**config.mk**
```make
export PLATFORM = sky130hd
export DESIGN_NAME = scope_panel_ctrl
export DESIGN_NICKNAME = d
export VERILOG_FILES = /design/src/rtl/scope_panel_ctrl.sv
export SDC_FILE = /design/constraint.sdc
export NUM_CORES = 1
export LEC_CHECK = 0
export ABC_AREA = 1
export CORE_ASPECT_RATIO = 2
export CORE_UTILIZATION = 33
export CTS_CLUSTER_DIAMETER = 200
export DETAILED_ROUTE_END_ITERATION = 6
export DONT_BUFFER_PORTS = 1
export GPL_TIMING_DRIVEN = 0
export PLACE_DENSITY = 0.44
export RECOVER_POWER = 25
export SLEW_MARGIN = 20
export SYNTH_ARGS = -nofsm -noshare
export SYNTH_HDL_FRONTEND = slang
export SYNTH_SLANG_ARGS = --single-unit
export TNS_END_PERCENT = 1
```
**constraint.sdc**
```tcl
create_clock -name buttonClock -period 3.4 [get_ports buttonClock]
set_input_delay 0.51 -clock buttonClock [delete_from_list [all_inputs] [get_ports buttonClock]]
set_output_delay 0.51 -clock buttonClock [all_outputs]
set_load 0.02 [all_outputs]
```
**src/rtl/scope_panel_ctrl.sv**
```systemverilog
`default_nettype none
// scope_panel_ctrl: debounced, single-button-arbitrated front panel driving scope display settings.
// Rev 1.0
module scope_panel_ctrl #(
  parameter int NUM_CH     = 2,
  parameter int CUR_W      = 11,
  parameter int X_MAX      = 639,
  parameter int Y_MAX      = 479,
  parameter int OFF_MAX    = 479,
  parameter int SHIFT_W    = 4,
  parameter int SAMP_W     = 6,
  parameter int DEB_CYC    = 8,
  parameter int REP_DELAY  = 40,
  parameter int REP_PERIOD = 5,
  parameter int Y1_INIT    = 25,
  parameter int Y2_INIT    = 100,
  parameter int X1_INIT    = 32,
  parameter int X2_INIT    = 90,
  parameter int OFF_INIT   = 30,
  parameter int OFF_STEP   = 170,
  localparam int CH_W      = (NUM_CH > 1) ? $clog2(NUM_CH) : 1
) (
  input  logic                      buttonClock,
  input  logic                      reset_n,
  input  logic [3:0]                butt_n,
  input  logic [1:0]                mode,
  input  logic [1:0]                sel,
  input  logic [CH_W-1:0]           ch_sel,
  input  logic [1:0]                cur_en_in,
  input  logic [NUM_CH-1:0]         ch_en_in,
  output logic [CUR_W-1:0]          cursor_x1,
  output logic [CUR_W-1:0]          cursor_x2,
  output logic [CUR_W-1:0]          cursor_y1,
  output logic [CUR_W-1:0]          cursor_y2,
  output logic                      cursor_x_en,
  output logic                      cursor_y_en,
  output logic [NUM_CH-1:0]         wave_en,
  output logic [NUM_CH*CUR_W-1:0]   offset,
  output logic [NUM_CH*SHIFT_W-1:0] shift,
  output logic [NUM_CH*SAMP_W-1:0]  samp_adj,
  output logic [NUM_CH-1:0]         hold
);

  function automatic logic [NUM_CH*CUR_W-1:0] off_reset();
    logic [NUM_CH*CUR_W-1:0] r;
    int v;
    r = '0;
    for (int i = 0; i < NUM_CH; i++) begin
      v = OFF_INIT + i * OFF_STEP;
      if (v > OFF_MAX) v = OFF_MAX;
      r[i*CUR_W +: CUR_W] = v[CUR_W-1:0];
    end
    return r;
  endfunction

  localparam int DEB_W   = (DEB_CYC > 1) ? $clog2(DEB_CYC) : 1;
  localparam int REP_MAX = (REP_DELAY > REP_PERIOD) ? REP_DELAY : REP_PERIOD;
  localparam int RC_W    = (REP_MAX > 1) ? $clog2(REP_MAX) : 1;

  localparam logic [DEB_W-1:0]        DEB_LAST = DEB_W'(DEB_CYC - 1);
  localparam logic [RC_W-1:0]         DLY_LAST = RC_W'(REP_DELAY - 1);
  localparam logic [RC_W-1:0]         PER_LAST = RC_W'(REP_PERIOD - 1);
  localparam logic [CUR_W-1:0]        XM       = CUR_W'(X_MAX);
  localparam logic [CUR_W-1:0]        YM       = CUR_W'(Y_MAX);
  localparam logic [CUR_W-1:0]        OM       = CUR_W'(OFF_MAX);
  localparam logic [CH_W:0]           NCH      = (CH_W + 1)'(NUM_CH);
  localparam logic [NUM_CH*CUR_W-1:0] OFF_RST  = off_reset();

  localparam logic [2:0] S_IDLE     = 3'd0;
  localparam logic [2:0] S_PRESS    = 3'd1;
  localparam logic [2:0] S_WAIT_DLY = 3'd2;
  localparam logic [2:0] S_REPEAT   = 3'd3;
  localparam logic [2:0] S_WAIT_REL = 3'd4;

  function automatic logic [CUR_W-1:0] sat_cur(input logic [CUR_W-1:0] v, input logic up,
                                               input logic [CUR_W-1:0] mx);
    if (up) return (v >= mx) ? mx : v + 1'b1;
    return (v == '0) ? v : v - 1'b1;
  endfunction

  function automatic logic [SHIFT_W-1:0] sat_sh(input logic [SHIFT_W-1:0] v, input logic up);
    if (up) return (&v) ? v : v + 1'b1;
    return (v == '0) ? v : v - 1'b1;
  endfunction

  function automatic logic [SAMP_W-1:0] sat_sa(input logic [SAMP_W-1:0] v, input logic up);
    if (up) return (&v) ? v : v + 1'b1;
    return (v == '0) ? v : v - 1'b1;
  endfunction

  logic [3:0] sync1_q, sync2_q, deb_lvl;

  always_ff @(posedge buttonClock or negedge reset_n) begin
    if (!reset_n) begin
      sync1_q <= 4'hF;
      sync2_q <= 4'hF;
    end else begin
      sync1_q <= butt_n;
      sync2_q <= sync1_q;
    end
  end

  // Debounced level flips only after DEB_CYC consecutive samples disagree with it.
  for (genvar b = 0; b < 4; b++) begin : g_deb
    logic [DEB_W-1:0] cnt_q;
    logic             lvl_q;
    always_ff @(posedge buttonClock or negedge reset_n) begin
      if (!reset_n) begin
        cnt_q <= '0;
        lvl_q <= 1'b1;
      end else if (sync2_q[b] == lvl_q) begin
        cnt_q <= '0;
      end else if (cnt_q == DEB_LAST) begin
        cnt_q <= '0;
        lvl_q <= sync2_q[b];
      end else begin
        cnt_q <= cnt_q + 1'b1;
      end
    end
    assign deb_lvl[b] = lvl_q;
  end

  logic [2:0]      state_q, state_d;
  logic [RC_W-1:0] rcnt_q, rcnt_d;
  logic [1:0]      act_q, act_d;
  logic            ev_q, ev_d;
  logic            rel, repeatable;

  assign rel        = deb_lvl[act_q];
  assign repeatable = (mode == 2'b00) || (mode == 2'b01 && sel == 2'b00);

  always_comb begin
    state_d = state_q;
    rcnt_d  = rcnt_q;
    act_d   = act_q;
    ev_d    = 1'b0;
    case (state_q)
      S_IDLE: begin
        if (!(&deb_lvl)) begin
          for (int i = 0; i < 4; i++) if (!deb_lvl[i]) act_d = i[1:0];
          ev_d    = 1'b1;
          state_d = S_PRESS;
        end
      end
      S_PRESS: begin
        rcnt_d = '0;
        if (rel)             state_d = S_IDLE;
        else if (repeatable) state_d = S_WAIT_DLY;
        else                 state_d = S_WAIT_REL;
      end
      S_WAIT_DLY: begin
        if (rel) state_d = S_IDLE;
        else if (rcnt_q == DLY_LAST) begin
          ev_d    = 1'b1;
          rcnt_d  = '0;
          state_d = S_REPEAT;
        end else rcnt_d = rcnt_q + 1'b1;
      end
      S_REPEAT: begin
        if (rel) state_d = S_IDLE;
        else if (rcnt_q == PER_LAST) begin
          ev_d   = 1'b1;
          rcnt_d = '0;
        end else rcnt_d = rcnt_q + 1'b1;
      end
      S_WAIT_REL: if (rel) state_d = S_IDLE;
      default:    state_d = S_IDLE;
    endcase
  end

  logic [CUR_W-1:0]          x1_q, x1_d, x2_q, x2_d, y1_q, y1_d, y2_q, y2_d;
  logic                      cx_en_q, cx_en_d, cy_en_q, cy_en_d;
  logic [NUM_CH-1:0]         wave_en_q, wave_en_d, hold_q, hold_d;
  logic [NUM_CH*CUR_W-1:0]   off_q, off_d;
  logic [NUM_CH*SHIFT_W-1:0] shift_q, shift_d;
  logic [NUM_CH*SAMP_W-1:0]  samp_q, samp_d;
  logic                      up, is_a, ch_ok;

  // Button index encodes the action: bit 1 selects field A, bit 0 selects increment.
  assign up    = act_q[0];
  assign is_a  = act_q[1];
  assign ch_ok = {1'b0, ch_sel} < NCH;

  always_comb begin
    x1_d      = x1_q;
    x2_d      = x2_q;
    y1_d      = y1_q;
    y2_d      = y2_q;
    cx_en_d   = cx_en_q;
    cy_en_d   = cy_en_q;
    wave_en_d = wave_en_q;
    hold_d    = hold_q;
    off_d     = off_q;
    shift_d   = shift_q;
    samp_d    = samp_q;
    if (mode == 2'b00) begin
      cx_en_d = cur_en_in[0];
      cy_en_d = cur_en_in[1];
    end
    if (mode == 2'b01) wave_en_d = ch_en_in;
    if (ev_q && mode == 2'b00) begin
      case (sel)
        2'b00: if (is_a) y1_d = sat_cur(y1_q, up, YM); else y2_d = sat_cur(y2_q, up, YM);
        2'b01: if (is_a) x1_d = sat_cur(x1_q, up, XM); else x2_d = sat_cur(x2_q, up, XM);
        2'b10: begin
          if (up ? (y1_q < YM && y2_q < YM) : (y1_q != '0 && y2_q != '0)) begin
            y1_d = sat_cur(y1_q, up, YM);
            y2_d = sat_cur(y2_q, up, YM);
          end
        end
        default: begin
          if (up ? (x1_q < XM && x2_q < XM) : (x1_q != '0 && x2_q != '0)) begin
            x1_d = sat_cur(x1_q, up, XM);
            x2_d = sat_cur(x2_q, up, XM);
          end
        end
      endcase
    end
    if (ev_q && mode == 2'b01 && is_a && ch_ok) begin
      for (int i = 0; i < NUM_CH; i++) begin
        if (ch_sel == i[CH_W-1:0]) begin
          case (sel)
            2'b00:   off_d[i*CUR_W +: CUR_W] = sat_cur(off_q[i*CUR_W +: CUR_W], up, OM);
            2'b01:   shift_d[i*SHIFT_W +: SHIFT_W] = sat_sh(shift_q[i*SHIFT_W +: SHIFT_W], up);
            2'b10:   hold_d[i] = up;
            default: samp_d[i*SAMP_W +: SAMP_W] = sat_sa(samp_q[i*SAMP_W +: SAMP_W], up);
          endcase
        end
      end
    end
  end

  always_ff @(posedge buttonClock or negedge reset_n) begin
    if (!reset_n) begin
      state_q   <= S_IDLE;
      rcnt_q    <= '0;
      act_q     <= '0;
      ev_q      <= 1'b0;
      x1_q      <= CUR_W'(X1_INIT);
      x2_q      <= CUR_W'(X2_INIT);
      y1_q      <= CUR_W'(Y1_INIT);
      y2_q      <= CUR_W'(Y2_INIT);
      cx_en_q   <= 1'b0;
      cy_en_q   <= 1'b0;
      wave_en_q <= '0;
      hold_q    <= '0;
      off_q     <= OFF_RST;
      shift_q   <= '0;
      samp_q    <= '0;
    end else begin
      state_q   <= state_d;
      rcnt_q    <= rcnt_d;
      act_q     <= act_d;
      ev_q      <= ev_d;
      x1_q      <= x1_d;
      x2_q      <= x2_d;
      y1_q      <= y1_d;
      y2_q      <= y2_d;
      cx_en_q   <= cx_en_d;
      cy_en_q   <= cy_en_d;
      wave_en_q <= wave_en_d;
      hold_q    <= hold_d;
      off_q     <= off_d;
      shift_q   <= shift_d;
      samp_q    <= samp_d;
    end
  end

  assign cursor_x1   = x1_q;
  assign cursor_x2   = x2_q;
  assign cursor_y1   = y1_q;
  assign cursor_y2   = y2_q;
  assign cursor_x_en = cx_en_q;
  assign cursor_y_en = cy_en_q;
  assign wave_en     = wave_en_q;
  assign offset      = off_q;
  assign shift       = shift_q;
  assign samp_adj    = samp_q;
  assign hold        = hold_q;

endmodule
`default_nettype wire
```
Word-level counts from Yosys, hierarchy flattened:

Cells that the tools add are included.

* logic and storage cells: 289
* output and inout bits: 92
* bits in registers: 128

* equal/unequal tests: 38
* bitwise gates (word level): 8
* reductions and logical operators: 56
* muxes and demuxes: 122
* add/subtract/negate cells: 25
* $lt $le $gt $ge: 11

Operator list (count)
* $mux 11: 36
* $pmux 11 s2: 4
* $mux 6: 12
* $add 11x1->11 const B: 6
* $logic_not 11->1: 6
* $sub 11x1->11 const B: 6
* $ge 11x9->1 const B: 4
* $reduce_bool 11->1: 4
* $mux 3: 14
* $mux 1: 40
* $reduce_and 4->1: 9
* $mux 4: 8
* $ne 2x2->1 const B: 14
* $ge 11x10->1 const B: 2
* $lt 11x10->1 const B: 2
* $lt 11x9->1 const B: 2
* $reduce_and 5->1: 4
* $add 6x1->6 const B: 3
* $pmux 6 s3: 1
* $eq 3x3->1 const B: 5
* $ne 3x3->1 const B: 5
* $reduce_and 3->1: 5
* $add 3x1->3 const B: 4
* $logic_not 6->1: 2
* other kinds (29): 62

Logic depth before layout (Yosys ltp):

Gate-level depths: netlist of run 1.

* depth in word-level cells: 9
* mapped depth: 15

Least setup slack after synthesis of run 1:

Ideal clock, no wire load.

* path kind: register to register
* start point: register act_q[0]
* end point: register samp_q[11] (netlist: samp_adj[11])
* slack: 826 ps
* setup time: 123 ps
* buffers on the path: 2
* period minus slack after synthesis: 2574 ps
* arrival time: 2451 ps
* stages on the path, launching flop included: 13
* path through: dfrtp_1 > inv_2 > buf_2 > buf_1 > ha_1 > a21oi_1 > nand2_1 > nand2_1 > nand2_1 > a21oi_1 > nor2_1 > o21ai_0 > nand2_1

* cells in the longest elaborated chain, start to end: 6
* elaborated cells on any way between the ends: 8
* classes of those cells: eq/ne: 2; mux: 5; reduce/logical: 1

Ends and longest elaborated chain
* start: declaration: line 125 `logic [1:0] act_q, act_d;`
* start signal: assignment: line 253 `act_q <= act_d;`
* $mux 1: line 87 `if (up) return (&v) ? v : v + 1'b1;`
* $mux 1: line 222 `case (sel)`
* $mux 1: line 221 `if (ch_sel == i[CH_W-1:0]) begin`
* $mux 1: line 219 `if (ev_q && mode == 2'b01 && is_a && ch_ok) begin`
* $ne 3x3->1 (no source line) / $ne 2x2->1 (equally long branches)
* $reduce_and 5->1 (no source line)
* end signal: assignment: line 265 `samp_q <= samp_d;`
* end: declaration: line 176 `logic [NUM_CH*SAMP_W-1:0] samp_q, samp_d;`

Several ways; a longest one is shown, not always the timed one. The select of a mux whose other input is x is not followed.
A chain may end at the register's enable or synchronous reset.

Worst setup path after layout of run 1:

Same ends and word-level chain as after synthesis.

==> results of run 1 <==
[routing by layer]
layer  GRT usage [%]  vias to the layer above  wire, um
li1                -                     4269         -
met1            21.0                     3983     10400
met2            43.8                      148     17100
met3            5.06                       54      1270
met4            10.6                        0      1030
met5               0                        -         0
[final cells by class]
cell class	count	share of cell area, %
Buffer	38	2.27
Clock buffer	28	5.29
Clock inverter	4	0.691
Inverter	144	5.33
Multi-Input combinational cell	995	50.1
Sequential cell	128	32.0
Tap cell	348	4.29
Timing Repair Buffer	1	0.0740
[metrics by stage]
stage | total power (W) | setup TNS, ns | area, um2 | hold slack (ns)
6_report | 0.00972 | 0 | 10100 | 0.0636
5_1_grt | 0.0106 | 0 | 10100 | 0.0367
4_1_cts | 0.00986 | 0 | 10200 | 0.0343
3_5_place_dp | 0.00784 | 0 | 9530 | 0.218
3_3_place_gp | 0.00780 | -1.18 | 9530 | 0.218
2_1_floorplan | 0.00645 | 0 | 9090 | 0.214
[Yosys cell counts (all sizes together) (4+ instances only)]
master and count:
dfrtp 98, o21ai 95, xor2 22, mux2 5
nand3b 5, nand2 365, o21a 4, nor3 24
nand4 21, a21oi 49, nor4 6, ha 40
nor2 165, buf 35, inv 144, fa 4
xnor2 17, dfstp 30, nand3 148
[power by group]
part	switching [W]	internal [W]	total (W)	leakage, nW
sequential	0.00124	0.00209	0.00333	1.56
clock	0.000696	0.00121	0.00191	0.301
combinational	0.00294	0.00154	0.00448	3.11
total	0.00487	0.00485	0.00972	4.97
[critical path, delay by kind of cell (launching register included)]
| kind | cells | cell delay (ns) |
|---|---|---|
| AOI/OAI and AO/OA | 3 | 0.53 |
| adders and majority gates | 1 | 0.41 |
| buffers and inverters | 3 | 1.22 |
| DFF | 1 | 0.42 |
| and+or+nand+nor | 5 | 0.33 |
[kinds of logic after synthesis]
logic type	count (synthesis)	synth area share, %
AOI/OAI and AO/OA	164	9.70
adders and majority gates	44	6.39
and+or+nand+nor	742	35.3
muxes	6	0.729
buffers and inverters	182	8.47
xor gates and xnor gates	39	3.76
DFF	128	35.7
[flip-flops by register name (all words and copies together), names as in the netlist, 3 cells and up]
signal and flops:
rcnt_q 6, cursor_x2 11, state_q 3, offset 22
shift 8, g_deb.lvl_q 4, samp_adj 12, cursor_x1 11
sync1_q 4, sync2_q 4, cursor_y1 11, g_deb.cnt_q 12
cursor_y2 11
[worst max-delay path by stage]
stage | cells after the start | endpoint | slack, ns | start
global route | 12 | samp_adj[5] | 0.12 | act_q[0]
floorplan | 12 | samp_adj[11] | 0.83 | act_q[0]
global placement | 12 | samp_adj[11] | -0.41 | act_q[0]
CTS | 12 | samp_adj[11] | 0.30 | act_q[0]
detailed placement | 12 | samp_adj[11] | 0.31 | act_q[0]
finish | 12 | samp_adj[11] | 0.37 | act_q[0]
[timing repair]
| action | CTS | global route |
|---|---|---|
| endpoints found under the setup margin | 0 | 0 |
| hold buffers | 1 | 0 |
| endpoints found under the hold margin | 128 | 0 |
==> results.md, run 1 <==
- The worst slew margin relative to its limit is -31.9%.
- The launch point of the worst hold path is butt_n[1].
- The maximum buffer depth of the clock tree is 2.
- The sequential cell area is 0.00324 mm2.
- OpenSTA, run right after detailed placement, puts the worst setup slack at slightly above 0.3 ns.
- The number of cells on the worst reg-to-reg path is 12.
- The post-synth net total is about 1,400.
- The starting density of the core is 33.6%.
- The count of nets left with antenna violations once routing finished came out at 0.
- The most common cell after layout, fill and taps aside is sky130_fd_sc_hd__nand2_1.
- In the layout the commonest cells are sky130_fd_sc_hd__nand2_1, sky130_fd_sc_hd__nor2_1, sky130_fd_sc_hd__nand3_1.
- The first global-routing pass estimated between 40 and 50 mm of wire.
- The core region is around 0.027 mm2.
- The sort of element at the start of the critical path is a register.
- Across every metal layer, demand over resource in global routing totals ~22%.
- The count of H-tree levels built during CTS is 4.
- The detail-routed via count per cell is 5.01.
- The TritonCTS clock tree is built.
- The most frequent cell on the critical path is sky130_fd_sc_hd__nand2_1.
- The largest fanout on the critical path is 25.
- The final-stage net count is roughly 1,400.
- Once placement completed, the tool counted placed cells totaling 1,653.
- Detailed placement finished with a half-perimeter wire length of 22.6 mm.
- Clock latency on the worst-skew pair, taken at its later pin, is about 0.44 ns.
- Setup violations remaining at the end of the flow were counted as 0.
- The number of buffers created by CTS is 17.
- After detailed routing, the average wire length per cell comes to 17.7 um.
- The highest clock rate is 330 MHz.
- The terminating pin of the worst hold path is sync1_q[1].
- The internal reg-to-reg setup slack is 0.37 ns.
- The fraction of layout cells with a size suffix above 1 is between 10% and 20%.
- Yosys attributes the largest share of cell area to sky130_fd_sc_hd__dfrtp_1, sky130_fd_sc_hd__nand2_1, sky130_fd_sc_hd__dfstp_2.
- Clock-pin slew was measured on the worst setup and hold paths at about 0.06 ns.
- The checks that failed: max-capacitance violations, max-slew violations.
- The final layout contains routed wiring with a total length of approximately 30 mm.
- The number of DRC markers after the initial detailed-route iteration is 417.
- The beginning of the worst register-to-register path is act_q[0].
- The number of detailed-routing iterations run before antenna repair is 5.
- The via count of the first global-routing pass is ~8,800.
- The tightest min-delay check is of the input port to register type.
- Port buffering added 0 buffers.
- Yosys mapped the design onto 46 distinct sky130hd cell types.
- The cell type with the largest total area after synthesis is sky130_fd_sc_hd__dfrtp_1.
- From synthesis to final layout, the design area changed by 11.6%.
- 0 antenna diodes ended up in the layout.
- The most used flip-flop cell after synthesis is sky130_fd_sc_hd__dfrtp_1.
- For this block, the via count after detailed routing is 8,454.
- For this run, the slowest stage of the critical path takes about 0.65 ns.
- The synthesized design devotes to its leading area cell type between 20 and 30% of total area.
- The maximum VDD drop is roughly 0.00046 V.
- Cells fill 37.5% of the core in the end.
- The number of instances in the synthesized netlist is 1,305.
- The vertical die dimension is ~240 um.
- Counting flops with a built-in enable in the synthesized netlist gives 0.
- For this run, the register share of the synthesized area comes to between 30% and 40%.
- The worst hold path cell count is 0.
- The reported max-cap violation count is 1.
- The clock skew is roughly 0.0084 ns.
- The required time at the worst-slack endpoint is between 3 and 4 ns.
- The largest individual stage delay along the critical path comes from the cell sky130_fd_sc_hd__buf_2.
- In this run the mean area of a mapped cell was about 7.0 um2.
- Counting I/O delays and the setup requirement, the final critical path takes between 3 and 4 ns.
- The flow ran to the end, but the final reports show violations.
- The worst setup path is of the register to register kind.
- The post-cts gate resize count is 0.
- Fill cells in the final layout number slightly below 3,000.
- The arrival time at the worst endpoint is 3.36 ns.
- The cell area that synthesis handed to floorplanning was 0.00909 mm2.
- Entering global routing, the biggest net connects between 100 and 150 pins.
- The root cell of the clock tree is sky130_fd_sc_hd__clkbuf_16.
- The global placement routability congestion is between 0.8 and 0.9.
- The count of pins over their slew limit came to 129.
- The number of sinks driven by the clock tree is around 130.
- The initial antenna violation count is 0.
- From left edge to right edge, the die measures ~120 um.
- After synthesis the netlist holds a flip-flop and latch count of 128.
- The number of buffers inserted by post-CTS setup repair is 0.
- The final count of hold timing violations is 0.
- The worst-margin pin slew is a little under 2 ns.
- The kind of capture point of the worst setup path is a register.
- The fraction of registers with async set or reset after synthesis is 100%.
- Row generation in the floorplan step produced between 80 and 90 rows.
- The worst path meets setup with ~0.37 ns of slack.
- The floorplan step defined a die boundary enclosing around 0.028 mm2.
- The number of warning messages in the yosys log is 0.
- The multi-input combinational cell area is around 0.0051 mm2.
- Once layout is complete, the cells apart from fillers number ~1,700.
- The top-level I/O count is 107.
- Dividing total power by cell area gives a power density of 958 mW/mm2.
- Setup repair after global routing left no endpoint under its margin.
- For this design the static power due to leakage is 4.97 nW.
- The critical path goes through inv_2, buf_2, buf_2, ha_1, a21oi_1, nand2_1, nand2_1, nand2_1, a21oi_1, nor2_1, o21ai_0, nand2_1.
- The endpoint identified for the worst register-to-register timing path is samp_adj[11].
- After detailed routing, the number of remaining DRC violations is 0.
- The total grt overflow is 0.
- The share of the clock period used by the worst path after layout is about nine tenths.
(Power assumes the default switching activity.)
==> inputs of run 2 (changes only) <==
- SETUP_SLACK_MARGIN: not set -> 0.5
==> results.md, run 2 (synthesis gave the netlist of run 1 again) <==
- The run finished, with violations left.
- The checks that failed: negative hold slack.
- Global routing used 22.2% of the available tracks across all layers.
- Setup repair after global routing left no endpoint under its margin.
- In the final routed layout, each cell accounts on average for around 18 um.
- After layout, the worst setup slack is ~0.75 ns.
- The library cell used most frequently in the layout, excluding fill and tap cells, is sky130_fd_sc_hd__nand2_1.
- The number of buffers inserted by post-CTS setup repair is 0.
- In this run the clock root is driven by a sky130_fd_sc_hd__clkbuf_16.
- The reported max-cap violation count is 0.
- The maximum VDD drop is approximately 0.00046 V.
- The shortest period the worst path allows is between 2 and 3 ns.
- The count of H-tree levels built during CTS is 4.
- The arrival time at the worst endpoint is between 2 and 3 ns.
- The largest fanout on the critical path is 25.
- The worst register-to-register path has a setup slack of about 0.75 ns.
- The via count of the first global-routing pass is between 8,000 and 9,000.
- The pre-antenna-repair detailed-routing pass consisted of 5 iterations.
- On the final layout, the worst hold slack is -0.242 ns.
- The total grt overflow is 0.
- The worst slew margin relative to its limit is ~45%.
- The final count of hold timing violations is 121.
- The clock transition at the registers of the reported paths is roughly 0.06 ns.
- The required time at the worst-slack endpoint is 3.73 ns.
- The vertical die dimension is 237 um.
- Wires add up to 29.8 mm.
- The initialized floorplan defines 85 standard-cell rows.
- In this run the standard cell core region covers 0.0270 mm2.
- Buffers inserted during clock tree synthesis total 17.
- The worst-margin pin slew is between 0.8 and 0.9 ns.
- Derived from the worst setup path, the maximum achievable clock frequency is about 380 MHz.
- The number of flip-flops in the largest register is 22.
- The count of unresolved DRC violations after routing is 0.
- The first global-routing pass estimated about 48 mm of wire.
- Once detailed placement completed, the half-perimeter wirelength came to 22.6 mm.
- The classification of the worst setup path is register to register.
- The number of sinks driven by the clock tree is about 130.
- Entering global routing, the biggest net connects around 130 pins.
- The area added between synthesis and finish is 11.5%.
- The top-level I/O count is around 110.
- The top cell types in the final layout, fill and taps aside, are sky130_fd_sc_hd__nand2_1, sky130_fd_sc_hd__nor2_1, sky130_fd_sc_hd__nand3_1.
- The maximum buffer depth of the clock tree is 2.
- The congestion estimate from routability-driven global placement came to approximately 0.89.
- The total negative setup slack is 0 ns.
- The clock network latency to the later pin of the worst-skew pair is 0.44 ns.
- The worst setup path is captured at a register.
- The leakage dissipation is between 4 and 5 nW.
- The worst path uses 77.9% of the clock period.
- The via count is between 8,000 and 9,000.
- The class of the worst hold path is input port to async pin.
- For the worst flop-to-flop path, the logic depth is 12.
- The sort of element at the start of the critical path is a register.
- The fraction of layout cells with a size suffix above 1 is 11.2%.
- In this run the critical register-to-register path is captured at samp_adj[11].
- The initial antenna violation count is 0.
- In the final design database the tool counted between 1,000 and 1,500 nets.
- The clock skew is just over 0.007 ns.
- Power spread over the standard cell area amounts to between 900 and 1000 mW/mm2.
- The TritonCTS clock tree is built.
- The detail-routed via count per cell is ~5.0.
- In this run the worst setup path begins at act_q[0].
- Following the worst setup path forward leads to its endpoint at samp_adj[11].
- Once detail routing completed, the nets flagged for antenna violations numbered 0.
- The design draws 0.00969 W.
- The overall die width is around 120 um.
- The cell type of the slowest stage on the worst timing path is sky130_fd_sc_hd__dfrtp_1.
- The total of endpoints with negative setup slack in the final report is 0.
- The delay of the slowest cell on the worst path is 0.42 ns.
- The starting density of the core is 33.6%.
- Input and output buffers added on the ports amount to 0.
- The diode insertion count for antenna repair is 0.
- The die covers roughly 0.028 mm2.
- The count of pins over their slew limit is 0.
- The critical path goes through inv_2, buf_2, buf_6, ha_1, a21oi_1, nand2_1, nand2_1, nand2_1, a21oi_1, nor2_1, o21ai_0, nand2_1.
- The final-layout fill cell count is around 2,900.
- By instance count, the cell type seen most on the critical path is sky130_fd_sc_hd__nand2_1.
- The worst slack at placement is 0.307 ns.
- The number of DRC markers after the initial detailed-route iteration is about 440.
- The beginning of the worst register-to-register path is act_q[0].
run 2: changes by cell type in the layout (fill, tap and decap cells not counted):
cell | before | now
sky130_fd_sc_hd__buf_2 | 19 | 18
sky130_fd_sc_hd__clkbuf_4 | 1 | 0
sky130_fd_sc_hd__buf_6 | 4 | 5
run 2: metrics by stage:
stage	area [um2]	hold WS (ns)	utilization, %	instances
finish	10100	-0.242	37.5	1685
global route	10100	-0.271	37.5	1685
CTS	10100	-0.272	37.5	1685
detailed placement	9530	0.218	35.3	1653
global placement	9530	0.218	35.3	1653
floorplan	9090	0.214	-	1305
run 2: layer usage:
| layer | global-route usage (%) | share of wire (%) |
|---|---|---|
| met4 | 10.8 | 3.7 |
| met5 | 0 | 0 |
| met3 | 4.96 | 4.3 |
| met1 | 21.0 | 35 |
| met2 | 43.6 | 57 |
run 2: worst min-delay path by stage:
stage                               to  slack, ns  cells past startpoint     from
after floorplan               act_q[0]       0.21                      0  reset_n
after global placement    cursor_x1[3]       0.22                      0  reset_n
after detailed placement  cursor_x1[3]       0.22                      0  reset_n
after CTS                 cursor_x1[3]      -0.27                      0  reset_n
after global routing      cursor_x1[2]      -0.27                      0  reset_n
final                     cursor_x1[3]      -0.24                      0  reset_n
run 2: worst max-delay path, delay by kind of cell, from the launching register on:
kind	cells	cell delay (ns)
adder cells (fa/ha/maj)	1	0.34
buffers and inverters	3	0.91
AO/OA/AOI/OAI	3	0.53
flip-flops	1	0.42
AND/OR/NAND/NOR	5	0.33
run 2: power breakdown:
part | switching, W | internal [W]
Sequential | 0.00124 | 0.00209
Clock | 0.000694 | 0.00121
Combinational | 0.00291 | 0.00155
Total | 0.00484 | 0.00486
run 2: what timing repair did:
item                                   in CTS  in global routing
setup endpoints to repair                   2                  2
endpoints found under the hold margin     128                128
gates resized for setup                     1                  1
run 2: cell type report:
type                       instances  area [um2]  share of cell area (%)
inverter                         144         541                    5.33
multi-input combinational        995        5080                    50.1
sequential                       128        3240                    32.0
clock inverter                     4        70.1                   0.691
tap                              348         435                    4.29
clock buffer                      28         537                    5.29
buffer                            38         236                    2.33
==> inputs of run 3 (changes only) <==
- PLACE_DENSITY: 0.44 -> 0.45
- clock period: 3.4 -> 2.4 ns (I/O delays scaled with it)
==> results.md, run 3 (synthesis gave the netlist of run 1 again) <==
- The run finished, with violations left.
- The checks that failed: negative hold slack.
- The TritonCTS clock tree is built.
- The maximum buffer depth of the clock tree is 2.
- The largest fanout on the critical path is 7.
- The critical path is of the register to register type.
- The clock network accounts for about a fifth of the total power.
- The final-layout fill cell count is 2,875.
- The clock transition at the registers of the reported paths is 0.06 ns.
- The clock net in this run drives a total of approximately 130 sinks.
- The number of antenna diodes in the final layout is 0.
- The area added between synthesis and finish is 19.7%.
- The analysis attributes to net switching a power of 0.00732 W.
- The die area is roughly 0.028 mm2.
- The met2 wire length is between 15 and 20 mm.
- The sort of element at the start of the critical path is a register.
- The top cell types in the final layout, fill and taps aside, are sky130_fd_sc_hd__nand2_1, sky130_fd_sc_hd__nor2_1, sky130_fd_sc_hd__nand3_1.
- Input and output buffers added on the ports amount to 0.
- STA classifies the critical path endpoint as a register.
- The post-route netlist has 18.9% of its cells at a drive strength greater than 1.
- The top-level I/O count is 107.
- The number of buffers added to fix hold violations after cts is 4.
- The detail-routed via count per cell is roughly 5.
- In the final layout, the multi-input gates occupy ~0.0053 mm2.
- The highest metal layer carrying signal wires in the routed design is met4.
- The share of total power in sequential cells is around 32%.
- The design draws ~0.015 W.
- Detailed routing placed a total of 1.32 mm of wire on met3.
- The initial antenna violation count is 0.
- The worst hold path belongs to the class input port to async pin.
- The total instance count after detailed placement is ~1,700.
- The first routing iteration left between 300 and 400 violations.
- The via count of the first global-routing pass is around 8,800.
- At the pin with the least slew margin, the transition time is approximately 0.89 ns.
- The clock reaches the later pin of the worst-skew pair after between 0.4 and 0.5 ns.
- In this run the core area contains between 80 and 90 standard-cell rows.
- Summing all flip-flop and latch instances after layout gives ~0.0033 mm2.
- Max-cap violations in this run came to 0.
- The tree is rooted in a sky130_fd_sc_hd__clkbuf_16.
- For this run, the total global-route usage over all layers was measured as 22.1%.
- Once the floorplan was initialized, standard cells occupied 33.6% of the core.
- For this run the aggregate overflow at the end of global routing stands at 0.
- The global placement routability congestion is approximately 0.90.
- The total of endpoints with negative setup slack in the final report is 0.
- The share of the clock period used by the worst path after layout is between 80% and 90%.
- The area of the core region is 0.0270 mm2.
- Entering global routing, the biggest net connects 129 pins.
- Summed over all layers, the routed wires come to just over 30 mm.
- The number of clock buffers added by TritonCTS is 17.
- The shortest period the worst path allows is around 2 ns.
- Between clock sinks in the finished design, the worst skew comes to around 0.011 ns.
- The power per standard cell area is about 1400 mW/mm2.
- The worst slew margin relative to its limit is approximately two fifths.
- For this design the static power due to leakage is between 5 and 6 nW.
- Net switching is between 40% and 50% of the power.
- The final count of hold timing violations is roughly 130.
- From bottom edge to top edge, the die measures ~240 um.
- After the last flow step, the layout net total stands at about 1,400.
- Final hold analysis gives a worst-case slack of -0.388 ns.
- After detailed routing, the average wire length per cell comes to 17.9 um.
- The arrival time at the worst endpoint is roughly 2.3 ns.
- The overall die width is ~120 um.
- The detailed-routing wirelength on met1 is 10.3 mm.
- The internal power of the cells totals around 0.0075 W.
- The register with the most flip-flops in the layout has 22 of them.
- Static timing analysis puts the maximum clock frequency at ~500 MHz.
- The number of detailed-routing iterations run before antenna repair is 5.
- The first global-routing pass estimated ~47 mm of wire.
- The half-perimeter wire length after detailed placement is ~23 mm.
- The via count is slightly below 9,000.
- The clock tree synthesis step divided the H-tree into 4 levels.
- For the worst flop-to-flop path, the logic depth is 13.
- Before CTS, the worst setup slack after placement is -0.00671 ns.
- In the routed design, unresolved DRC markers number 0.
- The count of pins over their slew limit is 0.
- The relative contribution of combinational cells to total power is 48.1%.
- Once detail routing completed, the nets flagged for antenna violations numbered 0.
- Once routing completed, OpenROAD measured the worst setup slack at just over 0.4 ns.
- Leaving out filler cells and counting taps, the final layout contains 1,719.
- The maximum VDD drop is 0.000503 V.
- Setup repair after global routing could not meet its margin everywhere.
- Data on the critical path is required at its endpoint by around 2.7 ns.
- The most common cell after layout, fill and taps aside is sky130_fd_sc_hd__nand2_1.
-- run 3: power by group through the flow --
| stage | Sequential, W | Clock [W] | Combinational [W] |
|---|---|---|---|
| floorplan | 0.00436 | 0 | 0.00483 |
| global placement | 0.00480 | 0 | 0.00632 |
| detailed placement | 0.00481 | 0 | 0.00635 |
| CTS | 0.00479 | 0.00299 | 0.00667 |
| global route | 0.00495 | 0.00307 | 0.00810 |
| finish | 0.00480 | 0.00291 | 0.00716 |
-- run 3: metal layers --
layer / track usage [%] / up-vias
met5: 0 / -
met4: 10.9 / 0
met3: 4.24 / 79
met2: 45.0 / 202
met1: 20.1 / 4104
li1: - / 4344
-- run 3: worst max-delay path, cell delays in order, from the launching register on --
cell	delay, ns
sky130_fd_sc_hd__dfstp_2	0.60
sky130_fd_sc_hd__buf_6	0.15
sky130_fd_sc_hd__nand2_2	0.09
sky130_fd_sc_hd__nor2_2	0.15
sky130_fd_sc_hd__nand2_1	0.10
sky130_fd_sc_hd__nand2_1	0.09
sky130_fd_sc_hd__nand2_2	0.10
sky130_fd_sc_hd__nand3_2	0.09
sky130_fd_sc_hd__inv_2	0.05
sky130_fd_sc_hd__nor2_4	0.12
sky130_fd_sc_hd__nor2_4	0.08
sky130_fd_sc_hd__buf_6	0.15
sky130_fd_sc_hd__nand3_2	0.05
sky130_fd_sc_hd__nand2_1	0.06
-- run 3: worst paths after layout --
path	start	end	slack [ns]
max in group asynchronous	reset_n	offset[4]	2.45
setup / recovery	cursor_x2[3]	cursor_x2[2]	0.41
min in group buttonClock	ch_en_in[1]	wave_en[1]	0.06
setup reg to reg	cursor_x2[3]	cursor_x2[2]	0.41
hold / removal	reset_n	shift[3]	-0.39
hold reg to reg	sync1_q[0]	sync2_q[0]	0.35
-- run 3: timing repair --
action | CTS | global route
pin swaps | 2 | 31
endpoints found under the setup margin | 75 | 76
cloned | 1 | 3
buffers inserted | 5 | 21
hold endpoints to repair | 132 | 128
resized for setup | 35 | 86
-- run 3: area by class of cell --
type	instances	share of cell area, %
Buffer	38	3.12
Clock buffer	18	3.94
Clock inverter	14	1.98
Inverter	144	5.01
Multi-Input combinational cell	995	49.0
Sequential cell	128	29.9
Tap cell	348	4.00
Timing Repair Buffer	34	2.97
-- run 3: per-stage QoR --
step                 TNS, ns  util (%)  area [um2]
finish                     0      40.3       10900
global route               0      40.3       10900
CTS                        0      38.6       10400
detailed placement  -0.00905      35.4        9550
global placement           0      35.4        9550
floorplan                  0         -        9120
